===== config.mk =====
export PLATFORM = sky130hd
export DESIGN_NAME = aes_round_ctrl_flat
export DESIGN_NICKNAME = d
export VERILOG_FILES = /design/src/rtl/aes_round_ctrl_pkg.sv /design/src/rtl/aes_round_ctrl_if.sv /design/src/rtl/aes_round_ctrl_key_step.sv /design/src/rtl/aes_round_ctrl.sv /design/src/flat_wrapper.sv
export SDC_FILE = /design/constraint.sdc
export NUM_CORES = 2
export LEC_CHECK = 0
export CAP_MARGIN = 10
export CORE_MARGIN = 1
export CORE_UTILIZATION = 29
export CTS_BUF_LIST = sky130_fd_sc_hd__clkbuf_4 sky130_fd_sc_hd__clkbuf_8
export CTS_CLUSTER_SIZE = 25
export DETAILED_ROUTE_END_ITERATION = 10
export GPL_TIMING_DRIVEN = 0
export HOLD_SLACK_MARGIN = 0.1
export SLEW_MARGIN = 20
export SYNTH_ARGS = -nofsm -noshare
export SYNTH_HDL_FRONTEND = slang
export SYNTH_SLANG_ARGS = --single-unit

===== constraint.sdc =====
create_clock -name clk -period 5.6 [get_ports clk]
set_clock_uncertainty 0.1 [all_clocks]
set_input_delay 1.4 -clock clk [delete_from_list [all_inputs] [get_ports clk]]
set_output_delay 1.4 -clock clk [all_outputs]
set_load 0.02 [all_outputs]

===== src/rtl/aes_round_ctrl_pkg.sv =====
// Shared AES-128 constants, FSM state type, S-box table and GF(2^8) column helpers.
// Latency: none (pure types and functions).
// Backpressure: not applicable.
package aes_pkg;

  localparam int AES_NR    = 10;
  localparam int AES_BLK_W = 128;

  typedef enum logic [1:0] {IDLE, SUB, MIX, DONE} aes_state_e;

  // Forward S-box, entry b lives in bits [8b:8b+7].
  localparam logic [0:2047] SBOX_TBL = {
    128'h637c777bf26b6fc53001672bfed7ab76, 128'hca82c97dfa5947f0add4a2af9ca472c0,
    128'hb7fd9326363ff7cc34a5e5f171d83115, 128'h04c723c31896059a071280e2eb27b275,
    128'h09832c1a1b6e5aa0523bd6b329e32f84, 128'h53d100ed20fcb15b6acbbe394a4c58cf,
    128'hd0efaafb434d338545f9027f503c9fa8, 128'h51a3408f929d38f5bcb6da2110fff3d2,
    128'hcd0c13ec5f974417c4a77e3d645d1973, 128'h60814fdc222a908846eeb814de5e0bdb,
    128'he0323a0a4906245cc2d3ac629195e479, 128'he7c8376d8dd54ea96c56f4ea657aae08,
    128'hba78252e1ca6b4c6e8dd741f4bbd8b8a, 128'h703eb5664803f60e613557b986c11d9e,
    128'he1f8981169d98e949b1e87e9ce5528df, 128'h8ca1890dbfe6426841992d0fb054bb16
  };

  function automatic logic [7:0] sbox(input logic [7:0] b);
    return SBOX_TBL[{b, 3'b000} +: 8];
  endfunction

  // Multiply by x, reducing by the AES polynomial on carry-out.
  function automatic logic [7:0] xtime(input logic [7:0] b);
    return {b[6:0], 1'b0} ^ (b[7] ? 8'h1b : 8'h00);
  endfunction

  function automatic logic [0:31] mix_column(input logic [0:31] c);
    logic [7:0] a0, a1, a2, a3;
    a0 = c[0:7];
    a1 = c[8:15];
    a2 = c[16:23];
    a3 = c[24:31];
    return {xtime(a0) ^ xtime(a1) ^ a1 ^ a2 ^ a3,
            a0 ^ xtime(a1) ^ xtime(a2) ^ a2 ^ a3,
            a0 ^ a1 ^ xtime(a2) ^ xtime(a3) ^ a3,
            xtime(a0) ^ a0 ^ a1 ^ a2 ^ xtime(a3)};
  endfunction

  // Row r of column c takes the byte from column (c + r) mod 4.
  function automatic logic [0:127] shift_rows(input logic [0:127] s);
    logic [0:127] o;
    o = '0;
    for (int c = 0; c < 4; c++) begin
      for (int r = 0; r < 4; r++) begin
        o[8*(r+4*c) +: 8] = s[8*(r+4*((c+r)%4)) +: 8];
      end
    end
    return o;
  endfunction

endpackage


===== src/rtl/aes_round_ctrl_if.sv =====
// Block-level stream handshakes plus the shared SubBytes datapath bus.
// Latency: none (wiring only).
// Backpressure: valid/ready on input and output streams; the S-box path has fixed latency.
interface aes_round_ctrl_if;
  import aes_pkg::*;

  logic                 in_valid;
  logic                 in_ready;
  logic [0:AES_BLK_W-1] in_pt;
  logic [0:AES_BLK_W-1] in_key;
  logic [0:AES_BLK_W-1] sb_data_o;
  logic [0:AES_BLK_W-1] sb_data_i;
  logic                 out_valid;
  logic                 out_ready;
  logic [0:AES_BLK_W-1] out_ct;

  modport slave (
    input  in_valid, in_pt, in_key, out_ready, sb_data_i,
    output in_ready, out_valid, out_ct, sb_data_o
  );

  modport master (
    output in_valid, in_pt, in_key, out_ready, sb_data_i,
    input  in_ready, out_valid, out_ct, sb_data_o
  );

endinterface


===== src/rtl/aes_round_ctrl_key_step.sv =====
// Next AES-128 round key: RotWord, SubWord through four S-boxes, rcon on byte 0, word chain.
// Latency: combinational.
// Backpressure: none; the caller registers the result when it consumes it.
module s_box
  import aes_pkg::*;
(
  input  logic [7:0] a_i,
  output logic [7:0] y_o
);
  assign y_o = sbox(a_i);
endmodule

module aes_key_step
  import aes_pkg::*;
(
  input  logic [0:127] rk_i,
  input  logic [7:0]   rcon_i,
  output logic [0:127] rk_o
);
  logic [0:31] rot_w, sub_w, tmp_w;
  logic [0:31] n0_w, n1_w, n2_w, n3_w;

  // RotWord of the last key word: bytes 13,14,15,12.
  assign rot_w = {rk_i[104:127], rk_i[96:103]};

  for (genvar g = 0; g < 4; g++) begin : g_sbox
    s_box u_sbox (.a_i(rot_w[8*g +: 8]), .y_o(sub_w[8*g +: 8]));
  end

  assign tmp_w = sub_w ^ {rcon_i, 24'h000000};
  assign n0_w  = rk_i[0:31]   ^ tmp_w;
  assign n1_w  = rk_i[32:63]  ^ n0_w;
  assign n2_w  = rk_i[64:95]  ^ n1_w;
  assign n3_w  = rk_i[96:127] ^ n2_w;
  assign rk_o  = {n0_w, n1_w, n2_w, n3_w};
endmodule


===== src/rtl/aes_round_ctrl.sv =====
// Iterative AES-128 encrypt sequencer sharing one external SubBytes stage; optional flush via AES_ROUND_CTRL_FLUSH_EN.
// Latency: NR*(SB_LAT+1) edges from input accept to out_valid.
// Backpressure: in_ready low while busy (no buffering); out_valid/out_ct held until out_ready.
module aes_round_ctrl
  import aes_pkg::*;
#(
  parameter int NR     = AES_NR,
  parameter int SB_LAT = 1
) (
  input  logic clk,
  input  logic rst_n,
`ifdef AES_ROUND_CTRL_FLUSH_EN
  input  logic flush,
`endif
  aes_round_ctrl_if.slave bus
);
  localparam logic [3:0] NR_L      = 4'(NR);
  localparam logic [1:0] WAIT_LAST = 2'(SB_LAT - 1);

  aes_state_e   fsm_q;
  logic [0:127] state_q, rk_q, out_ct_q;
  logic [7:0]   rcon_q;
  logic [3:0]   round_q;
  logic [1:0]   wait_q;
  logic         in_ready_q, out_valid_q;

  logic [0:127] rk_nxt_w, sr_w, mc_w, ark_w;
  logic         flush_w;

`ifdef AES_ROUND_CTRL_FLUSH_EN
  assign flush_w = flush;
`else
  assign flush_w = 1'b0;
`endif

  // Key for the round being finished, ready while the S-box stage is busy.
  aes_key_step u_key_step (.rk_i(rk_q), .rcon_i(rcon_q), .rk_o(rk_nxt_w));

  assign sr_w = shift_rows(bus.sb_data_i);
  for (genvar c = 0; c < 4; c++) begin : g_mix
    assign mc_w[32*c +: 32] = mix_column(sr_w[32*c +: 32]);
  end
  // Final round skips MixColumns.
  assign ark_w = ((round_q == NR_L) ? sr_w : mc_w) ^ rk_nxt_w;

  // Round sequencer: accept, wait on S-box stage, mix/add key, hold result.
  always_ff @(posedge clk or negedge rst_n) begin
    if (!rst_n) begin
      fsm_q       <= IDLE;
      state_q     <= '0;
      rk_q        <= '0;
      out_ct_q    <= '0;
      rcon_q      <= 8'h01;
      round_q     <= '0;
      wait_q      <= '0;
      in_ready_q  <= 1'b1;
      out_valid_q <= 1'b0;
    end else if (flush_w && (fsm_q != IDLE)) begin
      fsm_q       <= IDLE;
      round_q     <= '0;
      wait_q      <= '0;
      in_ready_q  <= 1'b1;
      out_valid_q <= 1'b0;
    end else begin
      case (fsm_q)
        IDLE: if (bus.in_valid) begin
          state_q    <= bus.in_pt ^ bus.in_key;
          rk_q       <= bus.in_key;
          round_q    <= 4'd1;
          rcon_q     <= 8'h01;
          wait_q     <= '0;
          in_ready_q <= 1'b0;
          fsm_q      <= SUB;
        end
        SUB: begin
          if (wait_q == WAIT_LAST) begin
            wait_q <= '0;
            fsm_q  <= MIX;
          end else begin
            wait_q <= wait_q + 2'd1;
          end
        end
        MIX: begin
          state_q <= ark_w;
          rk_q    <= rk_nxt_w;
          rcon_q  <= xtime(rcon_q);
          if (round_q == NR_L) begin
            out_ct_q    <= ark_w;
            out_valid_q <= 1'b1;
            fsm_q       <= DONE;
          end else begin
            round_q <= round_q + 4'd1;
            fsm_q   <= SUB;
          end
        end
        DONE: if (bus.out_ready) begin
          out_valid_q <= 1'b0;
          in_ready_q  <= 1'b1;
          fsm_q       <= IDLE;
        end
        default: fsm_q <= IDLE;
      endcase
    end
  end

  assign bus.in_ready  = in_ready_q;
  assign bus.out_valid = out_valid_q;
  assign bus.out_ct    = out_ct_q;
  assign bus.sb_data_o = state_q;

endmodule

===== src/flat_wrapper.sv =====
// flat-port wrapper written by rule: the top's interface ports become plain ports
module aes_round_ctrl_flat import aes_pkg::*;
#(
  parameter int NR     = AES_NR,
  parameter int SB_LAT = 1
)
  (clk, rst_n, bus_in_valid, bus_in_pt, bus_in_key, bus_out_ready, bus_sb_data_i, bus_in_ready, bus_out_valid, bus_out_ct, bus_sb_data_o);
  aes_round_ctrl_if bus_i ();
  input  logic clk;
  input  logic rst_n;
  input wire logic [$bits(bus_i.in_valid)-1:0] bus_in_valid;
  input wire logic [$bits(bus_i.in_pt)-1:0] bus_in_pt;
  input wire logic [$bits(bus_i.in_key)-1:0] bus_in_key;
  input wire logic [$bits(bus_i.out_ready)-1:0] bus_out_ready;
  input wire logic [$bits(bus_i.sb_data_i)-1:0] bus_sb_data_i;
  output wire logic [$bits(bus_i.in_ready)-1:0] bus_in_ready;
  output wire logic [$bits(bus_i.out_valid)-1:0] bus_out_valid;
  output wire logic [$bits(bus_i.out_ct)-1:0] bus_out_ct;
  output wire logic [$bits(bus_i.sb_data_o)-1:0] bus_sb_data_o;
  assign bus_i.in_valid = bus_in_valid;
  assign bus_i.in_pt = bus_in_pt;
  assign bus_i.in_key = bus_in_key;
  assign bus_i.out_ready = bus_out_ready;
  assign bus_i.sb_data_i = bus_sb_data_i;
  assign bus_in_ready = bus_i.in_ready;
  assign bus_out_valid = bus_i.out_valid;
  assign bus_out_ct = bus_i.out_ct;
  assign bus_sb_data_o = bus_i.sb_data_o;
  aes_round_ctrl #(.NR(NR), .SB_LAT(SB_LAT)) u_core (.clk(clk), .rst_n(rst_n), .bus(bus_i));
endmodule

## After elaboration in Yosys (flattened, before gate mapping)

Index checks and enable logic that the tools add are counted.

| operators by class | value |
|---|---|
| $add $sub $neg | 2 |
| eq/ne operators | 9 |
| shifts and indexed selects | 4 |
| muxes and demuxes | 41 |
| bitwise logic cells | 92 |
| reduce and logical (&&, ||, !) cells | 13 |

Operator list:

| operator | count |
|---|---|
| variable part select 2048 x 12 -> 2049 bit (first input constant) | 4 |
| bitwise XOR 8 bit | 80 |
| one-hot mux 128 bit (2 select lines) | 2 |
| 2-to-1 mux 128 bit | 3 |
| bitwise XOR 128 bit | 2 |
| bitwise XOR 32 bit | 5 |
| 2-to-1 mux 5 bit | 17 |
| inverter 11 -> 12 bit | 4 |
| one-hot mux 8 bit (2 select lines) | 1 |
| 2-to-1 mux 2 bit | 6 |
| AND reduction 3 bit | 4 |
| 2-to-1 mux 4 bit | 2 |
| 2-to-1 mux 8 bit | 1 |
| one-hot mux 2 bit (4 select lines) | 1 |
| one-hot mux 4 bit (2 select lines) | 1 |
| nonzero test 2 bit | 4 |
| bitwise XOR 8 x 5 -> 8 bit | 1 |
| != test 2 bit (second input constant) | 3 |
| AND reduction 2 bit | 3 |
| adder 4 x 1 -> 4 bit (second input constant) | 1 |
| == test 2 bit (second input constant) | 2 |
| == test 4 bit (second input constant) | 1 |
| logical NOT 2 bit | 2 |
| 2-to-1 mux 1 bit | 4 |
| 5 further kinds | 7 |

| storage, ports and cells | value |
|---|---|
| register bits after elaboration | 402 |
| input bits | 388 |
| output and inout bits | 258 |
| word-level logic and storage cells | 170 |

## Depth between registers and ports, before layout

| logic depth | value |
|---|---|
| word-level depth | 9 |
| gate-level depth with buffers | 18 |
| depth with buffers taken out | 12 |

## By module

A second synthesis with hierarchy kept.

| unflattened totals | value |
|---|---|
| cells, all modules | 5284 |
| area total of the unflattened synthesis | 43140.1 um^2 |

Modules (own cells, without submodules):

| module | times used | cells an instance | area each (um^2) | sequential area each (um^2) |
|---|---|---|---|---|
| aes_round_ctrl | 1 | 2913 | 28112.0 | 10062.2 |
| s_box | 4 | 549 | 3369.5 | 0.0 |
| aes_key_step | 1 | 175 | 1550.2 | 0.0 |

## Worst setup path before layout

Ideal clock, no wire load.

| timing | value |
|---|---|
| path kind | reg-to-reg |
| from | reg u_core.rk_q[126] (netlist bit) |
| to | reg u_core.state_q (netlist bit u_core.bus.sb_data_o[114]) |
| setup time | 0.138 ns |
| data arrival time | 4.156 ns |
| data required time | 5.362 ns |
| path slack | 1.205 ns |
| cell stages (with the launch flop) | 17 |
| buffers on the path | 4 |
| period minus slack after synthesis | 4.395 ns |
| cells stage by stage | dfrtp_1 buf_2 buf_2 clkbuf_1 inv_1 ha_1 and2_1 clkbuf_1 nor2_1 o22ai_1 mux4_2 mux4_2 xnor2_4 xor2_2 xnor2_1 xnor2_1 o21ai_1 |

| between the ends | value |
|---|---|
| cells in the longest elaborated chain, start to end | 9 |

RTL lines:

| item | line | RTL |
|---|---|---|
| from (decl) | aes_round_ctrl.sv:21 | `logic [0:127] state_q, rk_q, out_ct_q;` |
| from (signal assigned) | aes_round_ctrl.sv:68 | `rk_q <= bus.in_key;` |
| from (signal assigned) | aes_round_ctrl.sv:85 | `rk_q <= rk_nxt_w;` |
| inverter 11 -> 12 bit (implied by the code) | aes_round_ctrl_pkg.sv:24 | `return SBOX_TBL[{b, 3'b000} +: 8];` |
| variable part select 2048 x 12 -> 2049 bit | aes_round_ctrl_pkg.sv:24 |  |
| bitwise XOR 32 bit | aes_round_ctrl_key_step.sv:30 | `assign tmp_w = sub_w ^ {rcon_i, 24'h000000};` |
| bitwise XOR 32 bit | aes_round_ctrl_key_step.sv:31 | `assign n0_w = rk_i[0:31] ^ tmp_w;` |
| bitwise XOR 32 bit | aes_round_ctrl_key_step.sv:32 | `assign n1_w = rk_i[32:63] ^ n0_w;` |
| bitwise XOR 32 bit | aes_round_ctrl_key_step.sv:33 | `assign n2_w = rk_i[64:95] ^ n1_w;` |
| bitwise XOR 32 bit | aes_round_ctrl_key_step.sv:34 | `assign n3_w = rk_i[96:127] ^ n2_w;` |
| bitwise XOR 128 bit | aes_round_ctrl.sv:44 | `assign ark_w = ((round_q == NR_L) ? sr_w : mc_w) ^ rk_nxt_w;` |
| one-hot mux 128 bit (2 select lines) | aes_round_ctrl.sv:65 | `case (fsm_q)` |
| to (signal assigned) | aes_round_ctrl.sv:67 | `state_q <= bus.in_pt ^ bus.in_key;` |
| to (signal assigned) | aes_round_ctrl.sv:84 | `state_q <= ark_w;` |
| to (decl) | aes_round_ctrl.sv:21 |  |

No other way between the ends.
A chain may end at the register's enable or synchronous reset.

## Worst setup path after layout

| timing | value |
|---|---|
| from | reg u_core.fsm_q[1] |
| to | reg u_core.state_q (netlist bit u_core.bus.sb_data_o[101]) |

| between the ends | value |
|---|---|
| cells in the longest elaborated chain, start to end | 3 |
| elaborated cells between the ends (all ways) | 6 |
| classes of those cells | 2 x eq/ne; 1 x mux; 3 x reduce/logical |

RTL lines:

| item | line | RTL |
|---|---|---|
| from (decl) | aes_round_ctrl.sv:20 | `aes_state_e fsm_q;` |
| from (signal assigned) | aes_round_ctrl.sv:49 | `fsm_q <= IDLE;` |
| from (signal assigned) | aes_round_ctrl.sv:59 | `fsm_q <= IDLE;` |
| from (signal assigned) | aes_round_ctrl.sv:73 | `fsm_q <= SUB;` |
| == test 2 bit or logical NOT 2 bit (tied branches) | aes_round_ctrl.sv:65 |  |
| nonzero test 2 bit (no line) or != test 2 bit (tied branches) | n/a |  |
| AND reduction 2 bit (no line) | n/a |  |

Several ways; a longest one is shown, not always the timed one.

==> summary.txt <==
Outcome
  – Status: finished, violations left
  – Violated checks: setup timing

Logic synthesis
  – Synth area leaders: dfrtp_1, xnor2_1, a21oi_1
  – Syn Std Cell Area: 43800 µm²
  – Asr flop ratio synth: 100%
  – Synth area leader: dfrtp_1
  – Cell variety after synth: 104
  – EDFF count, synth: 0
  – Area share of the largest cell type after synthesis: 22.9%
  – Most frequent cell after synthesis: xnor2_1
  – Post-synth top cells: xnor2_1, nand2_1, a21oi_1
  – #FFs+latches synth: 402
  – Prevailing post-synth register cell: dfrtp_1
  – Syn nets: 6089
  – Syn Area/Cell: 7.77 µm²
  – Instance count of the mapped netlist: 5637
  – Register area share after synthesis: 23.0%
  – Warnings, synthesis: 0

Placement
  – Routability cong.: 1.05
  – Final HPWL from detailed placement: 263000 µm
  – Port Buffers: 573
  – Placed insts: 8237

Global route
  – Vias in the first global route: 50400
  – Total grt overflow: 0
  – First-pass GRT wire length: 452000 µm
  – Initial antenna violation count: 43
  – GRT Overall Usage: 43.0%
  – Largest net degree at the start of global routing: 87

Setup path
  – Worst flop-to-flop path endpoint: u_core.bus.sb_data_o[101]
  – Critical Path Start Type: flip-flop
  – R2R cell count: 7
  – CP Data Arrival Time: 6.36 ns
  – Peak fanout along the critical path: 11
  – CP required: 6.05 ns
  – R2R Setup Slk: -0.31 ns
  – Worst setup path class: reg2reg
  – Crit. End Element: flip-flop
  – RR Startpoint: u_core.fsm_q[1]

Die
  – Placeable core area: 150000 µm²
  – Ports: 646
  – Row count: 142
  – Chip Width: 391 µm
  – Die area: 152000 µm²
  – Initial Util: 29.2%
  – Die Ht: 391 µm

Clock tree
  – CTS sink cnt: 402
  – Clock tree from TritonCTS: yes
  – Clk buf depth: 3
  – Total CTS buffers: 75
  – Clk_lat worst skew: 0.77 ns
  – Root Driver: clkbuf_8
  – CTS H-tree lvls: 3
  – Clk slew on worst S/H paths: 0.07 ns

Final layout
  – # nets final: 6800
  – Multi-input gate area: 31800 µm²
  – Final Non-Filler Cells: 8443
  – Storage cell area: 10100 µm²
  – Area Overhead vs Synth: 26.6%
  – Share of layout cells above drive strength 1: 10.6%
  – Fill cells: 15800

STA
  – Final TNS setup: -4.95 ns
  – Unrepaired setup endpoints after global routing: false
  – Final Max Tran Viols: 0
  – Relative slew slack: 8.05%
  – Setup WS post-layout: -0.308 ns
  – Endpoints failing setup: 44
  – Tcrit/Tclk final: 106%
  – Final hold vios: 0
  – Fmax: 169 MHz
  – Worst-Margin Slew: 1.38 ns
  – Fin crit period: 5.91 ns

Run
  – Max-cap violations: 0

Min path
  – Hold_sp: u_core.bus.sb_data_o[63]
  – Worst hold path class: reg2reg
  – Hold Path End: u_core.bus.sb_data_o[63]
  – Hold path depth: 2

Detailed routing
  – Vias: 55400
  – Via density: 6.56
  – Routed wire length: 343000 µm
  – DRT Pass-1 Iters: 9
  – Routed Antenna Nets: 0
  – Wire per inst: 40.6 µm
  – DR iter-0 viols: 9210
  – Number of remaining DRC errors: 0
## layer usage
metal	wire (µm)	global-route usage, %
met1	127000	53.1
met2	138000	61.2
met3	47100	16.3
met4	30500	29.6
met5	447	0.574
## cell families after synthesis
family | Yosys count | share of synthesized area (%)
mux | 133 | 4.16
fa+ha+maj | 65 | 1.85
simple gates | 1626 | 17.7
compound gates | 1818 | 26.9
xor+xnor | 944 | 20.1
flops | 402 | 23.0
buf+inv | 649 | 6.30
## registers in the layout (all words and copies together), names as in the netlist
name,flops
u_core.wait_q,2
u_core.bus.sb_data_o,128
u_core.bus.out_ct,128
u_core.rcon_q,8
u_core.bus.out_valid,1
u_core.round_q,4
u_core.fsm_q,2
u_core.rk_q,128
u_core.bus.in_ready,1
## final cells by class
class                           instances  share of cell area [%]
Clock inverter                         14                   0.291
Buffer                                584                    4.69
Multi-Input combinational cell       4586                    57.4
Clock buffer                          121                    2.74
Antenna cell                           21                  0.0949
Tap cell                             2016                    4.55
Timing Repair Buffer                  639                    11.6
Sequential cell                       402                    18.2
Inverter                               60                   0.440
## what timing repair did
action / CTS / global route
setup buffers: 36 / 18
setup endpoints to repair: 313 / 122
pin swaps: 13 / 10
resized for setup: 108 / 43
hold buffers: 0 / 0
## worst max-delay path, cell delays in order (launching register included)
cell	delay (ns)
dfrtp_1	0.35
clkbuf_1	0.53
clkinv_1	0.88
nor2_1	1.00
clkbuf_1	1.03
clkbuf_2	0.70
clkbuf_1	0.94
a21oi_1	0.15
## metrics by stage
step	hold slack (ns)	setup WS, ns	util (%)	area [µm²]
finish	0.376	-0.308	37.0	55400
floorplan	0.366	1.21	-	43800
CTS	0.372	0.000967	36.7	55000
detailed placement	0.359	-2.00	35.0	52400
global route	0.392	0.00398	37.0	55400
global placement	0.358	-16.24	34.7	52000
## placed cells by master (no fill, tap or decap), drive strengths merged, types with 23 or more instances in the layout
cell type / count
mux2i: 73
o311ai: 45
o211ai: 47
a211oi: 72
xor2: 202
a311oi: 39
nor3b: 23
nand2b: 114
and3: 31
o22ai: 129
o22a: 65
and2: 41
o21ai: 486
o31ai: 36
nor2: 339
a31oi: 58
o221ai: 31
clkbuf: 500
a21oi: 474
or2: 28
dfrtp: 400
a21o: 33
ha: 64
nor3: 175
nor2b: 97
mux2: 23
nand3: 132
clkdlybuf4s50: 572
mux4: 37
nand2: 540
inv: 47
buf: 272
xnor2: 728
a221oi: 32
## how the worst max path moves through the flow
| stage | start | end | slack [ns] |
|---|---|---|---|
| floorplan | u_core.rk_q[126] | u_core.bus.sb_data_o[114] | 1.21 |
| global placement | rst_n | u_core.bus.out_ct[116] | -16.24 |
| detailed placement | u_core.rk_q[126] | u_core.bus.sb_data_o[112] | -2.00 |
| CTS | u_core.rk_q[126] | u_core.bus.sb_data_o[54] | 0.001 |
| global route | u_core.rk_q[102] | u_core.bus.out_ct[92] | 0.004 |
| finish | u_core.fsm_q[1] | u_core.bus.sb_data_o[101] | -0.31 |
Power is not shown: default switching activity piles up to over one toggle a cycle in this logic, so the estimate is an artifact.
